## config.mk

```make
export PLATFORM = sky130hd
export DESIGN_NAME = dmem_access_ctrl
export DESIGN_NICKNAME = d
export VERILOG_FILES = /design/src/rtl/dmem_access_ctrl.sv
export SDC_FILE = /design/constraint.sdc
export NUM_CORES = 1
export LEC_CHECK = 0
export ABC_CLOCK_PERIOD_IN_PS = 2110
export BUFFER_PORTS_ARGS = -buffer_cell sky130_fd_sc_hd__buf_2
export CAP_MARGIN = 10
export CORE_MARGIN = 2
export CORE_UTILIZATION = 44
export CTS_CLUSTER_SIZE = 25
export DETAILED_ROUTE_END_ITERATION = 10
export HOLD_SLACK_MARGIN = 0.15
export PLACE_DENSITY_LB_ADDON = 0.2
export SLEW_MARGIN = 5
export SYNTH_ARGS = -nofsm -noshare
export SYNTH_HDL_FRONTEND = slang
export SYNTH_SLANG_ARGS = --single-unit
```

## constraint.sdc

```tcl
create_clock -name clk -period 2.11 [get_ports clk]
set_clock_uncertainty 0.05 [all_clocks]
set_input_delay 0.633 -clock clk [delete_from_list [all_inputs] [get_ports clk]]
set_output_delay 0.633 -clock clk [all_outputs]
set_load 0.03 [all_outputs]
```

## src/rtl/dmem_access_ctrl.sv

```systemverilog
// Memory-stage data-memory access controller.
// Handles one load/store per instruction over a request/ready bus.
// The pipeline is stalled while the bus is busy, and load data is returned
// aligned and extended. Misaligned accesses and bus timeouts are reported.
module dmem_access_ctrl #(
  parameter int TIMEOUT = 16
) (
  input  logic        clk,
  input  logic        reset,
  input  logic        MemReadM,
  input  logic        MemWriteM,
  input  logic [2:0]  funct3M,
  input  logic [31:0] ALUResultM,
  input  logic [31:0] WriteDataM,
  output logic        StallM,
  output logic [31:0] ReadDataM,
  output logic        MisalignM,
  output logic        BusErrM,
  output logic        mem_req,
  output logic        mem_we,
  output logic [31:0] mem_addr,
  output logic [31:0] mem_wdata,
  output logic [3:0]  mem_wstrb,
  input  logic        mem_ready,
  input  logic [31:0] mem_rdata
);

  localparam logic [1:0] IDLE = 2'd0;
  localparam logic [1:0] WAIT = 2'd1;
  localparam logic [1:0] DONE = 2'd2;

  localparam int CW = $clog2(TIMEOUT) + 1;
  localparam logic [CW-1:0] CNT_LAST = CW'((TIMEOUT > 0) ? TIMEOUT - 1 : 0);
  localparam bit TO_EN = (TIMEOUT > 0);

  logic [1:0]    state;
  logic [CW-1:0] cnt;
  logic          err;
  logic [31:0]   rdata_q;
  logic [1:0]    addr_lo_q;
  logic [2:0]    size_q;

  logic          access;
  logic          is_store;
  logic          misaligned;
  logic          start;
  logic          timed_out;
  logic [31:0]   wdata_n;
  logic [3:0]    wstrb_n;
  logic [7:0]    lane_b;
  logic [15:0]   lane_h;
  logic [31:0]   ext;

  // Decode size, alignment and store lane placement from the MEM-stage inputs.
  // funct3[1:0] alone selects the size; unlisted encodings fall into the word case.
  always_comb begin
    access     = MemReadM | MemWriteM;
    is_store   = MemWriteM & ~MemReadM;
    misaligned = 1'b0;
    wstrb_n    = 4'b1111;
    wdata_n    = WriteDataM;
    case (funct3M[1:0])
      2'b00: begin
        wstrb_n = 4'b0001 << ALUResultM[1:0];
        wdata_n = {4{WriteDataM[7:0]}};
      end
      2'b01: begin
        wstrb_n    = ALUResultM[1] ? 4'b1100 : 4'b0011;
        wdata_n    = {2{WriteDataM[15:0]}};
        misaligned = ALUResultM[0];
      end
      default: misaligned = |ALUResultM[1:0];
    endcase
  end

  assign start     = (state == IDLE) & access & ~misaligned;
  assign MisalignM = (state == IDLE) & access & misaligned;
  assign StallM    = start | (state == WAIT);
  assign BusErrM   = (state == DONE) & err;
  assign timed_out = TO_EN && (cnt == CNT_LAST);

  // Select the addressed lane of the captured word and extend it.
  always_comb begin
    case (addr_lo_q)
      2'd0:    lane_b = rdata_q[7:0];
      2'd1:    lane_b = rdata_q[15:8];
      2'd2:    lane_b = rdata_q[23:16];
      default: lane_b = rdata_q[31:24];
    endcase
    lane_h = addr_lo_q[1] ? rdata_q[31:16] : rdata_q[15:0];
    case (size_q)
      3'b000:  ext = {{24{lane_b[7]}}, lane_b};
      3'b001:  ext = {{16{lane_h[15]}}, lane_h};
      3'b100:  ext = {24'd0, lane_b};
      3'b101:  ext = {16'd0, lane_h};
      default: ext = rdata_q;
    endcase
    ReadDataM = ((state == DONE) && !err) ? ext : '0;
  end

  // Access sequencing: latch the request, wait for ready or timeout, then release.
  always_ff @(posedge clk) begin
    if (!reset) begin
      state     <= IDLE;
      cnt       <= '0;
      err       <= 1'b0;
      rdata_q   <= '0;
      addr_lo_q <= '0;
      size_q    <= '0;
      mem_req   <= 1'b0;
      mem_we    <= 1'b0;
      mem_addr  <= '0;
      mem_wdata <= '0;
      mem_wstrb <= '0;
    end else begin
      case (state)
        IDLE: begin
          if (start) begin
            state     <= WAIT;
            mem_req   <= 1'b1;
            mem_we    <= is_store;
            mem_addr  <= {ALUResultM[31:2], 2'b00};
            mem_wdata <= is_store ? wdata_n : '0;
            mem_wstrb <= is_store ? wstrb_n : '0;
            addr_lo_q <= ALUResultM[1:0];
            size_q    <= funct3M;
            cnt       <= '0;
            err       <= 1'b0;
          end
        end
        WAIT: begin
          if (mem_ready) begin
            state   <= DONE;
            mem_req <= 1'b0;
            rdata_q <= mem_rdata;
          end else if (timed_out) begin
            state   <= DONE;
            mem_req <= 1'b0;
            err     <= 1'b1;
          end else begin
            cnt <= cnt + CW'(1);
          end
        end
        DONE:    state <= IDLE;
        default: state <= IDLE;
      endcase
    end
  end

endmodule
```

==> results by group, run 1 <==
Detailed routing
  • DRC: 0
  • Total number of vias: 5,500
  • DR iter-0 viols: 322
  • Antenna-violating nets left: 0
  • DR vias/cell: 5.34
  • Drt total wl: 15,800 um
  • WL per Instance: between 15 and 20 um
  • TritonRoute pass-1 iters: 5

Clocking
  • Clk slew on worst S/H paths: 50 ps
  • H-tree levels: 4
  • Root Buffer: clkbuf_16
  • TritonCTS clock tree: built
  • TritonCTS Buffers: 17
  • Maximum clock insertion buffer count: 2
  • Clk Latency, worst-skew pair: 410 ps
  • Clk sinks: 113

Critical path
  • Crit-path max cell delay: 510 ps
  • Crit end category: output port
  • Critical path peak fanout: 7
  • Nature of the critical path startpoint: register
  • CP delay by family, top: multiplexers
  • Worst-path cell chain: mux4_2, nor2b_4, o31ai_4, buf_12, a221oi_2, buf_4
  • CP Class: reg2out
  • Worst Path Buf+Inv: 2
  • Slowest CP cell: mux4_2
  • Data required time at the worst endpoint: roughly 1400 ps
  • Critical Path AT: 2020 ps

STA
  • Max Freq: 370 MHz
  • RSZ-0062 raised after global routing: yes
  • Hold Vio Cnt, Final: 0
  • Min Tclk post-route: 2710 ps
  • Final worst slack: -596 ps
  • Final Setup Violations: 34
  • Relative slew slack: 64.5%
  • Slew @ Worst Pin: 532 ps
  • Crit share post-route: 128%
  • Pins Over Slew Limit: 0

Logic synthesis
  • XOR/XNOR Fraction of Synth Area: 0.168%
  • Count of cell types in the netlist: 42
  • #FFs+latches synth: 113
  • Syn Inst Count: 663
  • Largest family of logic cells by synthesized area: simple AND/OR/NAND/NOR gates
  • Post-Synth Simple-Gate Area: 24.4%
  • Synth top area cells: dfxtp_1, nand2_1, nand3_1
  • Syn. warnings: 0
  • Syn avg cell area: 7.86 sq um
  • Post-synthesis compound-gate area fraction: between 20% and 30%
  • Mux share of post-synthesis cell area: 5.48%
  • Mapped Area: 5210 sq um
  • Share of Yosys cell area claimed by the top area cell type: 43.4%
  • Share of the yosys chip area belonging to registers: 43.4%
  • Post-synth top area cell: dfxtp_1
  • Post-Synth Adder-Cell Area: 0.480%

Placed design
  • DP Wirelength: 11,400 um
  • Pre-CTS setup slack: -175 ps
  • Placed cells: 996
  • Port Buffers: between 200 and 250
  • Placed Area: 6660 sq um
  • Global placement routability congestion: 0.935

Layout
  • Final std cells w/o fill: slightly above 1,000
  • Most common cell after layout, fill and taps aside: buf_2
  • Ant. Diodes: 0
  • Most frequent cells in the layout: buf_2, nand2_1, dfxtp_1
  • Layout cells sized above 1: 37.0%
  • Fin util: between 60% and 70%
  • Fin area: 7480 sq um
  • Area growth syn-to-layout: 43.5%
  • Nets: 980

Pwr
  • Static leakage: 3.39 nW
  • VDD IR-drop max: between 500 and 600 uV
  • Power per cell area: about 830 nW/um^2

Floorplan
  • I/O pin count: 209
  • Starting Density: 45.4%
  • Row count: 39
  • Die X: 113 um
  • Core area: 11,500 sq um
  • Die height: 113 um
  • Die area: 12,700 sq um

Flow run
  • Max-Cap Viols: 0

Global routing
  • Gr ovfl total: 0
  • Total GRT Usage: 25.0%
  • Initial antenna violation count: 0
  • First-pass GRT wire length: 25,700 um
  • Vias in the first global route: between 5,000 and 6,000
  • Largest net degree at the start of global routing: 80

Min path
  • Worst Hold Class: in2reg

Run status
  • Status: finished with violations
  • Failing checks: negative setup slack
==> flip-flops by register name (all words and copies together) (netlist names) <==
name	flops
mem_wdata	32
rdata_q	32
mem_addr	30
cnt	5
mem_wstrb	4
size_q	3
addr_lo_q	2
state	2
err	1
mem_req	1
mem_we	1
==> power by group <==
| group | switching (mW) | total (mW) | internal (mW) | leakage [nW] |
|---|---|---|---|---|
| Combinational | 0.596 | 0.942 | 0.346 | 2.18 |
| Clock | 0.979 | 2.98 | 2.00 | 0.294 |
| Sequential | 0.0670 | 2.31 | 2.24 | 0.922 |
==> path summary, 6_finish.rpt <==
| kind | depth (start not counted) | startpoint | to | slack, ps |
|---|---|---|---|---|
| max | 6 | addr_lo_q[1]$_SDFFE_PN0P_ | ReadDataM[8] | -600 |
| min | 3 | ALUResultM[23] | mem_addr[23]$_SDFFE_PN0P_ | 410 |
| max reg2reg | 6 | cnt[1]$_SDFFE_PN0P_ | cnt[3]$_SDFFE_PN0P_ | 50 |
| min reg2reg | 2 | mem_wdata[16]$_SDFFE_PN0P_ | mem_wdata[16]$_SDFFE_PN0P_ | 410 |
==> worst reg2reg max path: stages, from the launching register on <==
cell and delay [ps]:
dfxtp_1 330, ha_2 190, and3_1 190, ha_2 180, or4b_4 580, or3_4 390
a21oi_2 110
==> cell type report <==
type / count / area, sq um
fillers: 962 / 3990
flip-flops and latches: 113 / 2270
well taps: 143 / 179
clock buffers: 22 / 454
clock inverters: 10 / 159
inverters: 8 / 30.0
repair buffers: 251 / 1520
multi-input cells: 483 / 2870
==> stage by stage <==
stage / TNS (ps) / hold WS (ps) / power (mW)
6_report: -15980 / 407 / 6.23
5_1_grt: -18220 / 414 / 6.44
4_1_cts: -17220 / 397 / 6.23
3_5_place_dp: -3790 / 405 / 3.25
3_3_place_gp: -2830 / 398 / 3.23
2_1_floorplan: -2850 / 385 / 2.90
==> synth_stat cells <==
library cell    n
or3_1           1
clkbuf_1       37
a221oi_1        4
nor3b_1         2
nor2b_1         5
o2bb2ai_1       1
o221a_2         7
buf_4           3
buf_2          17
a21o_1          1
nand2_1       160
nand2b_1        5
o31ai_4         1
nand3b_1        4
mux2_2          2
mux2i_1        24
buf_1           3
conb_1          1
a21oi_1        13
xnor2_1         1
a21boi_0        3
and3_1          3
and2_1          1
mux4_2          1
o21a_1          2
nand3_1        73
a31oi_1         9
dfxtp_1       113
a22o_1          1
and3b_1         2
o21ai_1         1
nor3_1          8
o221ai_1        1
a21boi_1       31
nor2_1         23
o21ai_0        55
or4b_1          1
o22ai_1         7
ha_1            2
inv_1           8
o31ai_1        24
nand4_1         2
==> kinds of logic (layout without fill, tap and decap cells) <==
kind of cell | Yosys count | after routing
simple gates | 290 | 290
compound gates | 161 | 161
flops | 113 | 113
buf+inv | 68 | 291
mux | 27 | 27
fa+ha+maj | 2 | 2
other cells | 1 | 2
xor+xnor | 1 | 1
==> layer usage <==
metal	vias up	wire, um	track usage [%]
met2	224	7750	41.7
met1	2513	6330	29.4
met5	-	0	0
met3	41	1270	7.82
li1	2722	-	-
met4	0	425	11.5
==> what timing repair did <==
| action | CTS | global route |
|---|---|---|
| buffers inserted | 1 | 1 |
| endpoints found under the setup margin | 36 | 35 |
| gates resized for setup | 35 | 25 |
| hold buffers | 0 | 0 |
| pin swaps | 7 | 9 |
No activity file was read; power rests on OpenSTA's default activity.
==> run 2: changes to the inputs <==
--- a/config.mk
+++ b/config.mk
@@ -9,7 +9,7 @@
 export BUFFER_PORTS_ARGS = -buffer_cell sky130_fd_sc_hd__buf_2
 export CAP_MARGIN = 10
 export CORE_MARGIN = 2
-export CORE_UTILIZATION = 44
+export CORE_UTILIZATION = 43
 export CTS_CLUSTER_SIZE = 25
 export DETAILED_ROUTE_END_ITERATION = 10
 export HOLD_SLACK_MARGIN = 0.15
==> run 2 against run 1 <==
The flow still finishes with violations (negative setup slack). Flip-flop and latch count is the same. Clock power about the same. Combinational power is 1% higher. Critical path depth unchanged. Final area up 0.54%. Sequential share of layout area shrank 0.15 points. Via count increased by 0.71%. Largest cell class unchanged.
==> results by group, run 2 (synthesized netlist as in run 1, its figures left out) <==
Run status
  • Status: finished with violations
  • Failing checks: negative setup slack

Detailed routing
  • DR iter-0 viols: 436 (+35%)
  • TritonRoute pass-1 iters: 6 (+1)
  • Antenna-violating nets left: 0 (unchanged)
  • Total number of vias: 5,539 (+0.71%)
  • WL per Instance: 15.0 um (-1.8%)
  • DRC: 0 (unchanged)
  • DR vias/cell: 5.35 (+0.22%)
  • Drt total wl: 15,600 um (-1.4%)

Layout
  • Nets: 980 (unchanged)
  • Final std cells w/o fill: 1,035 (+0.49%)
  • Area growth syn-to-layout: 44.3%
  • Largest regs: mem_wdata (32), rdata_q (32), mem_addr (30)
  • Most common cell after layout, fill and taps aside: buf_2
  • Fin util: 63.1% (-2.1 points)
  • Most frequent cells in the layout: buf_2, nand2_1, dfxtp_1
  • Fin area: 7520 sq um (+0.54%)
  • Layout cells sized above 1: 36.9% (-0.11 points)
  • Filler cells: 1,050 (+9.1%)

Clocking
  • Hold-fix buffers at CTS: 0 (unchanged)
  • Clk Latency, worst-skew pair: 410 ps (about the same)
  • H-tree levels: 4 (unchanged)
  • Clk slew on worst S/H paths: 50 ps (about the same)
  • TritonCTS Buffers: 17 (unchanged)
  • TritonCTS clock tree: built
  • Root Buffer: clkbuf_16
  • Maximum clock insertion buffer count: 2 (unchanged)
  • Clk sinks: 113 (unchanged)

Critical path
  • R2r endpoint: cnt[3]$_SDFFE_PN0P_
  • CP Class: reg2out
  • Data required time at the worst endpoint: 1430 ps (about the same)
  • R2R depth: 6 (unchanged)
  • Nature of the critical path startpoint: register
  • Crit end category: output port
  • Critical Path AT: 2050 ps (+30 ps)
  • R2R Setup Slk: 70 ps (+20 ps)
  • R2r startpoint: cnt[1]$_SDFFE_PN0P_
  • Critical path peak fanout: 4 (-3)

Placed design
  • Global placement routability congestion: 0.891 (-4.7%)
  • Placed cells: 1,000 (+0.40%)
  • Port Buffers: 206 (unchanged)
  • Placed Area: 6680 sq um (+0.26%)
  • DP Wirelength: 11,100 um (-2.0%)

Min path
  • WHS Path Cells: 3 (unchanged)
  • End of the worst hold path: mem_addr[16]$_SDFFE_PN0P_
  • Worst Hold Class: in2reg
  • Min-delay src: ALUResultM[16]

STA
  • Crit share post-route: 130% (+1.3 points)
  • Final worst slack: -623 ps (-27.7 ps)
  • Max Freq: 366 MHz (-1.0%)
  • Final hold slack: 404 ps (-2.40 ps)
  • Hold Vio Cnt, Final: 0 (unchanged)
  • Min Tclk post-route: 2730 ps (+27.7 ps)
  • Final Setup Violations: 34 (unchanged)
  • RSZ-0062 raised after global routing: yes
  • Pins Over Slew Limit: 0 (unchanged)

Floorplan
  • Core area: 11,900 sq um (+3.9%)
  • Die X: 114 um (+1.1%)
  • Die height: 114 um (+1.1%)
  • Row count: 40 (+2.6%)
  • Starting Density: 43.7% (-1.7 points)
  • I/O pin count: 209 (unchanged)
  • Die area: 13,000 sq um (+2.2%)

Global routing
  • Initial antenna violation count: 1 (+1)
  • Total GRT Usage: 23.7% (-1.3 points)
  • Gr ovfl total: 0 (unchanged)
  • First-pass GRT wire length: 24,400 um (-4.8%)
  • Largest net degree at the start of global routing: 71 (-11%)
  • Vias in the first global route: 5,151 (-3.9%)

Flow run
  • Max-Cap Viols: 0 (unchanged)

Pwr
  • Sw power: 1.63 mW (-0.63%)
  • PnR Total Power: 6.22 mW (about the same)
  • Cell Int Power: 4.59 mW (+0.13%)
  • Static leakage: 3.41 nW (+0.46%)
  • Seq pwr share: 37.0% (about the same)
  • VDD IR-drop max: 503 uV (-10%)
  • Combinational share of power: 15.3% (+0.2 points)
  • Power per cell area: 828 nW/um^2 (-0.60%)
  • Clock power share: 47.6% (-0.2 points)
  • Sw frac: 26.2% (-0.15 points)
## run 2: power groups by stage
stage / clock network [mW] / logic [mW] / registers, mW
3_5_place_dp: 0 / 0.904 / 2.34
3_3_place_gp: 0 / 0.889 / 2.34
6_report: 2.96 / 0.955 / 2.30
4_1_cts: 3.02 / 0.940 / 2.30
2_1_floorplan: 0 / 0.436 / 2.47
5_1_grt: 3.11 / 1.03 / 2.31
## run 2: worst max path at each step
stage | from | end | depth (start not counted)
global placement | addr_lo_q[1]$_SDFFE_PN0P_ | ReadDataM[9] | 6
floorplan | state[1]$_SDFFE_PN0P_ | ReadDataM[10] | 4
detailed placement | addr_lo_q[1]$_SDFFE_PN0P_ | ReadDataM[19] | 7
global route | addr_lo_q[1]$_SDFFE_PN0P_ | ReadDataM[8] | 6
CTS | addr_lo_q[1]$_SDFFE_PN0P_ | ReadDataM[19] | 7
finish | addr_lo_q[1]$_SDFFE_PN0P_ | ReadDataM[11] | 6
## run 2: repair_timing
action,4_1_cts,5_1_grt
buffers inserted,0,1
cloned,1,0
pin swaps,9,12
resized for setup,53,12
setup endpoints to repair,35,35
## run 2: through the flow
step | TNS, ps | setup slack (ps)
global placement | -2990 | -149
finish | -16620 | -623
detailed placement | -4010 | -203
global route | -18700 | -684
CTS | -16320 | -601
floorplan | -2850 | -202
## run 2: metal layers
layer | vias to the layer above | share of wire (%) | wire, um | GRT usage (%)
li1 | 2736 | - | - | -
met4 | 0 | 2.8 | 429 | 12.3
met3 | 39 | 9.1 | 1410 | 7.83
met1 | 2512 | 40 | 6220 | 27.0
met2 | 252 | 48 | 7510 | 39.7
met5 | - | 0 | 0 | 0
## run 2: layout make-up
type | count | area [sq um] | share of cell area (%)
multi-input cells | 483 | 2850 | 37.9
flip-flops and latches | 113 | 2270 | 30.3
repair buffers | 251 | 1560 | 20.8
clock buffers | 21 | 450 | 5.99
well taps | 147 | 184 | 2.45
clock inverters | 11 | 161 | 2.15
inverters | 8 | 30.0 | 0.400
diodes | 1 | 2.50 | 0.0333
## run 2: critical path: stages (launching register included)
cell and delay [ps]:
dfxtp_2 340, mux4_2 520, nor2b_4 150, o31ai_4 240
buf_6 170, a221oi_2 40, buf_4 180
==> run 3: changes to the inputs <==
--- a/config.mk
+++ b/config.mk
@@ -5,7 +5,7 @@
 export SDC_FILE = /design/constraint.sdc
 export NUM_CORES = 1
 export LEC_CHECK = 0
-export ABC_CLOCK_PERIOD_IN_PS = 2110
+export ABC_CLOCK_PERIOD_IN_PS = 2400
 export BUFFER_PORTS_ARGS = -buffer_cell sky130_fd_sc_hd__buf_2
 export CAP_MARGIN = 10
 export CORE_MARGIN = 2
==> constraint.sdc (replaced) <==
create_clock -name clk -period 2.4 [get_ports clk]
set_clock_uncertainty 0.05 [all_clocks]
set_input_delay 0.72 -clock clk [delete_from_list [all_inputs] [get_ports clk]]
set_output_delay 0.72 -clock clk [all_outputs]
set_load 0.03 [all_outputs]
==> run 3 against run 2 <==
The flow still finishes with violations (negative setup slack). Power shrank 17%. Final cell count shrank 1.3%. First-iteration DRC count is 6.9% lower. Largest cell class unchanged.
==> results by group, run 3 (synthesized netlist as in run 1, its figures left out) <==
STA
  • Hold Vio Cnt, Final: 0 (unchanged)
  • Final Setup Violations: 32 (-5.9%)
  • Final worst slack: -384 ps (+240 ps)
  • Min Tclk post-route: 2780 ps
  • Max Freq: 359 MHz
  • Crit share post-route: 116%
  • RSZ-0062 raised after global routing: yes
  • Pins Over Slew Limit: 0 (unchanged)
  • Final hold slack: 413 ps (+8.50 ps)

Detailed routing
  • Total number of vias: 5,441 (-1.8%)
  • TritonRoute pass-1 iters: 5 (-1)
  • Drt total wl: 15,500 um (-0.46%)
  • WL per Instance: 15.2 um (+0.81%)
  • DR iter-0 viols: 406 (-6.9%)
  • DR vias/cell: 5.32 (-0.52%)
  • DRC: 0 (unchanged)
  • Antenna-violating nets left: 0 (unchanged)

Floorplan
  • I/O pin count: 209 (unchanged)
  • Die area: 13,000 sq um (unchanged)
  • Starting Density: 43.7% (unchanged)
  • Row count: 40 (unchanged)
  • Die height: 114 um (unchanged)
  • Core area: 11,900 sq um (unchanged)
  • Die X: 114 um (unchanged)

Layout
  • Nets: 968 (-1.2%)
  • Layout cells sized above 1: 34.5% (-2.4 points)
  • Most frequent cells in the layout: buf_2, nand2_1, dfxtp_1
  • Most common cell after layout, fill and taps aside: buf_2
  • Fin area: 7220 sq um (-3.9%)
  • Largest regs: mem_wdata (32), rdata_q (32), mem_addr (30)
  • Area growth syn-to-layout: 38.7%
  • Final std cells w/o fill: 1,022 (-1.3%)
  • Ant. Diodes: 0 (-1)

Critical path
  • Critical Path AT: 2010 ps (-40 ps)
  • Worst-path cell chain: mux4_2, nor2b_4, o31ai_4, buf_6, nor2_1, buf_4
  • Worst Path Buf+Inv: 2 (unchanged)
  • Nature of the critical path startpoint: register
  • Slowest CP cell: mux4_2
  • CP Class: reg2out
  • R2R Setup Slk: 160 ps (+90 ps)
  • Crit end category: output port
  • CP delay by family, top: multiplexers
  • Data required time at the worst endpoint: 1630 ps (+200 ps)
  • Worst setup startpoint: addr_lo_q[1]$_SDFFE_PN0P_
  • Crit-path max cell delay: 520 ps (about the same)
  • R2r startpoint: cnt[0]$_SDFFE_PN0P_
  • Critical path peak fanout: 7 (+3)

Pwr
  • VDD IR-drop max: 426 uV (-15%)
  • Static leakage: 3.29 nW (-3.7%)
  • Combinational share of power: 15.3% (about the same)
  • Sw power: 1.46 mW (-10%)
  • Sw frac: 28.3% (+2.1 points)
  • Cell Int Power: 3.70 mW (-19%)
  • Clock power share: 45.4% (-2.2 points)
  • Power per cell area: 715 nW/um^2 (-14%)
  • Seq pwr share: 39.3% (+2.3 points)

Placed design
  • Placed cells: 987 (-1.3%)
  • DP Wirelength: 11,000 um (-1.2%)
  • Placed Area: 6470 sq um (-3.1%)
  • Global placement routability congestion: 0.915 (+2.8%)
  • Port Buffers: 206 (unchanged)

Min path
  • Worst Hold Class: reg2reg
  • Min-delay src: mem_wdata[19]$_SDFFE_PN0P_

Clocking
  • Clk Latency, worst-skew pair: 400 ps (about the same)
  • TritonCTS clock tree: built
  • Maximum clock insertion buffer count: 2 (unchanged)
  • TritonCTS Buffers: 17 (unchanged)
  • Clk slew on worst S/H paths: 50 ps (about the same)
  • H-tree levels: 4 (unchanged)
  • Root Buffer: clkbuf_16
  • Clk sinks: 113 (unchanged)

Global routing
  • Initial antenna violation count: 0 (-1)
  • Gr ovfl total: 0 (unchanged)
  • Largest net degree at the start of global routing: 87 (+23%)
  • First-pass GRT wire length: 24,800 um (+1.6%)
  • Total GRT Usage: 23.8% (+0.074 points)
  • Vias in the first global route: 5,203 (+1.0%)

Run status
  • Status: finished with violations
  • Failing checks: negative setup slack

Flow run
  • Max-Cap Viols: 0 (unchanged)
-- run 3: changes by cell type in the layout (fill, tap and decap cells not counted), moves of 3 or more --
cell / change
a31oi_1: -3
a31oi_2: +3
buf_6: -13
bufinv_16: -3
clkbuf_4: +5
clkinvlp_4: +3
nand2_1: +9
nand2_2: -5
nor2_1: +3
-- run 3: metrics by stage --
| stage | setup WS (ps) | util, % | power [mW] | TNS [ps] |
|---|---|---|---|---|
| final | -384 | 60.7 | 5.16 | -8310 |
| after global routing | -449 | 60.7 | 5.38 | -10810 |
| after CTS | -406 | 59.9 | 5.18 | -10160 |
| after detailed placement | -5.67 | 54.3 | 2.82 | -9.48 |
| after global placement | 37.1 | 54.3 | 2.81 | 0 |
| after floorplan | -261 | - | 2.54 | -1040 |
-- run 3: path summary, 6_finish.rpt --
path / to / depth (start not counted)
max reg2reg: cnt[3]$_SDFFE_PN0P_ / 6
max: ReadDataM[12] / 6
min: mem_wdata[19]$_SDFFE_PN0P_ / 2
min reg2reg: mem_wdata[19]$_SDFFE_PN0P_ / 2
-- run 3: per-layer routing --
metal  track usage, %  vias to the layer above  wire length (um)  part of all wire [%]
li1                 -                     2705                 -                     -
met3             6.83                       23              1160                   7.5
met2             40.8                      211              7650                    49
met1             28.6                     2502              6430                    41
met4             8.21                        0               251                   1.6
met5                0                        -                 0                     0
-- run 3: what timing repair did --
action                                 CTS  global route
pin swaps                                4             6
setup buffers                            1             1
cloned                                   0             1
gates resized for setup                 26            29
hold buffers                             0             0
setup endpoints to repair               33            33
endpoints found under the hold margin    0             0
-- run 3: area by class of cell --
cell class,instances,area (sq um)
fillers,1082,4690
multi-input cells,483,2770
flip-flops and latches,113,2270
repair buffers,239,1410
clock buffers,20,447
well taps,147,184
clock inverters,12,110
inverters,8,30.0
-- run 3: tightest hold or removal path, stage by stage (launching register included) --
cell     delay (ps)
dfxtp_1         300
nand3_1          60
o31ai_1          60
-- run 3: power groups by stage --
stage / registers [mW] / logic (mW) / clock network, mW
finish: 2.03 / 0.789 / 2.34
detailed placement: 2.06 / 0.760 / 0
CTS: 2.03 / 0.776 / 2.37
floorplan: 2.17 / 0.372 / 0
global placement: 2.06 / 0.747 / 0
global route: 2.04 / 0.861 / 2.48
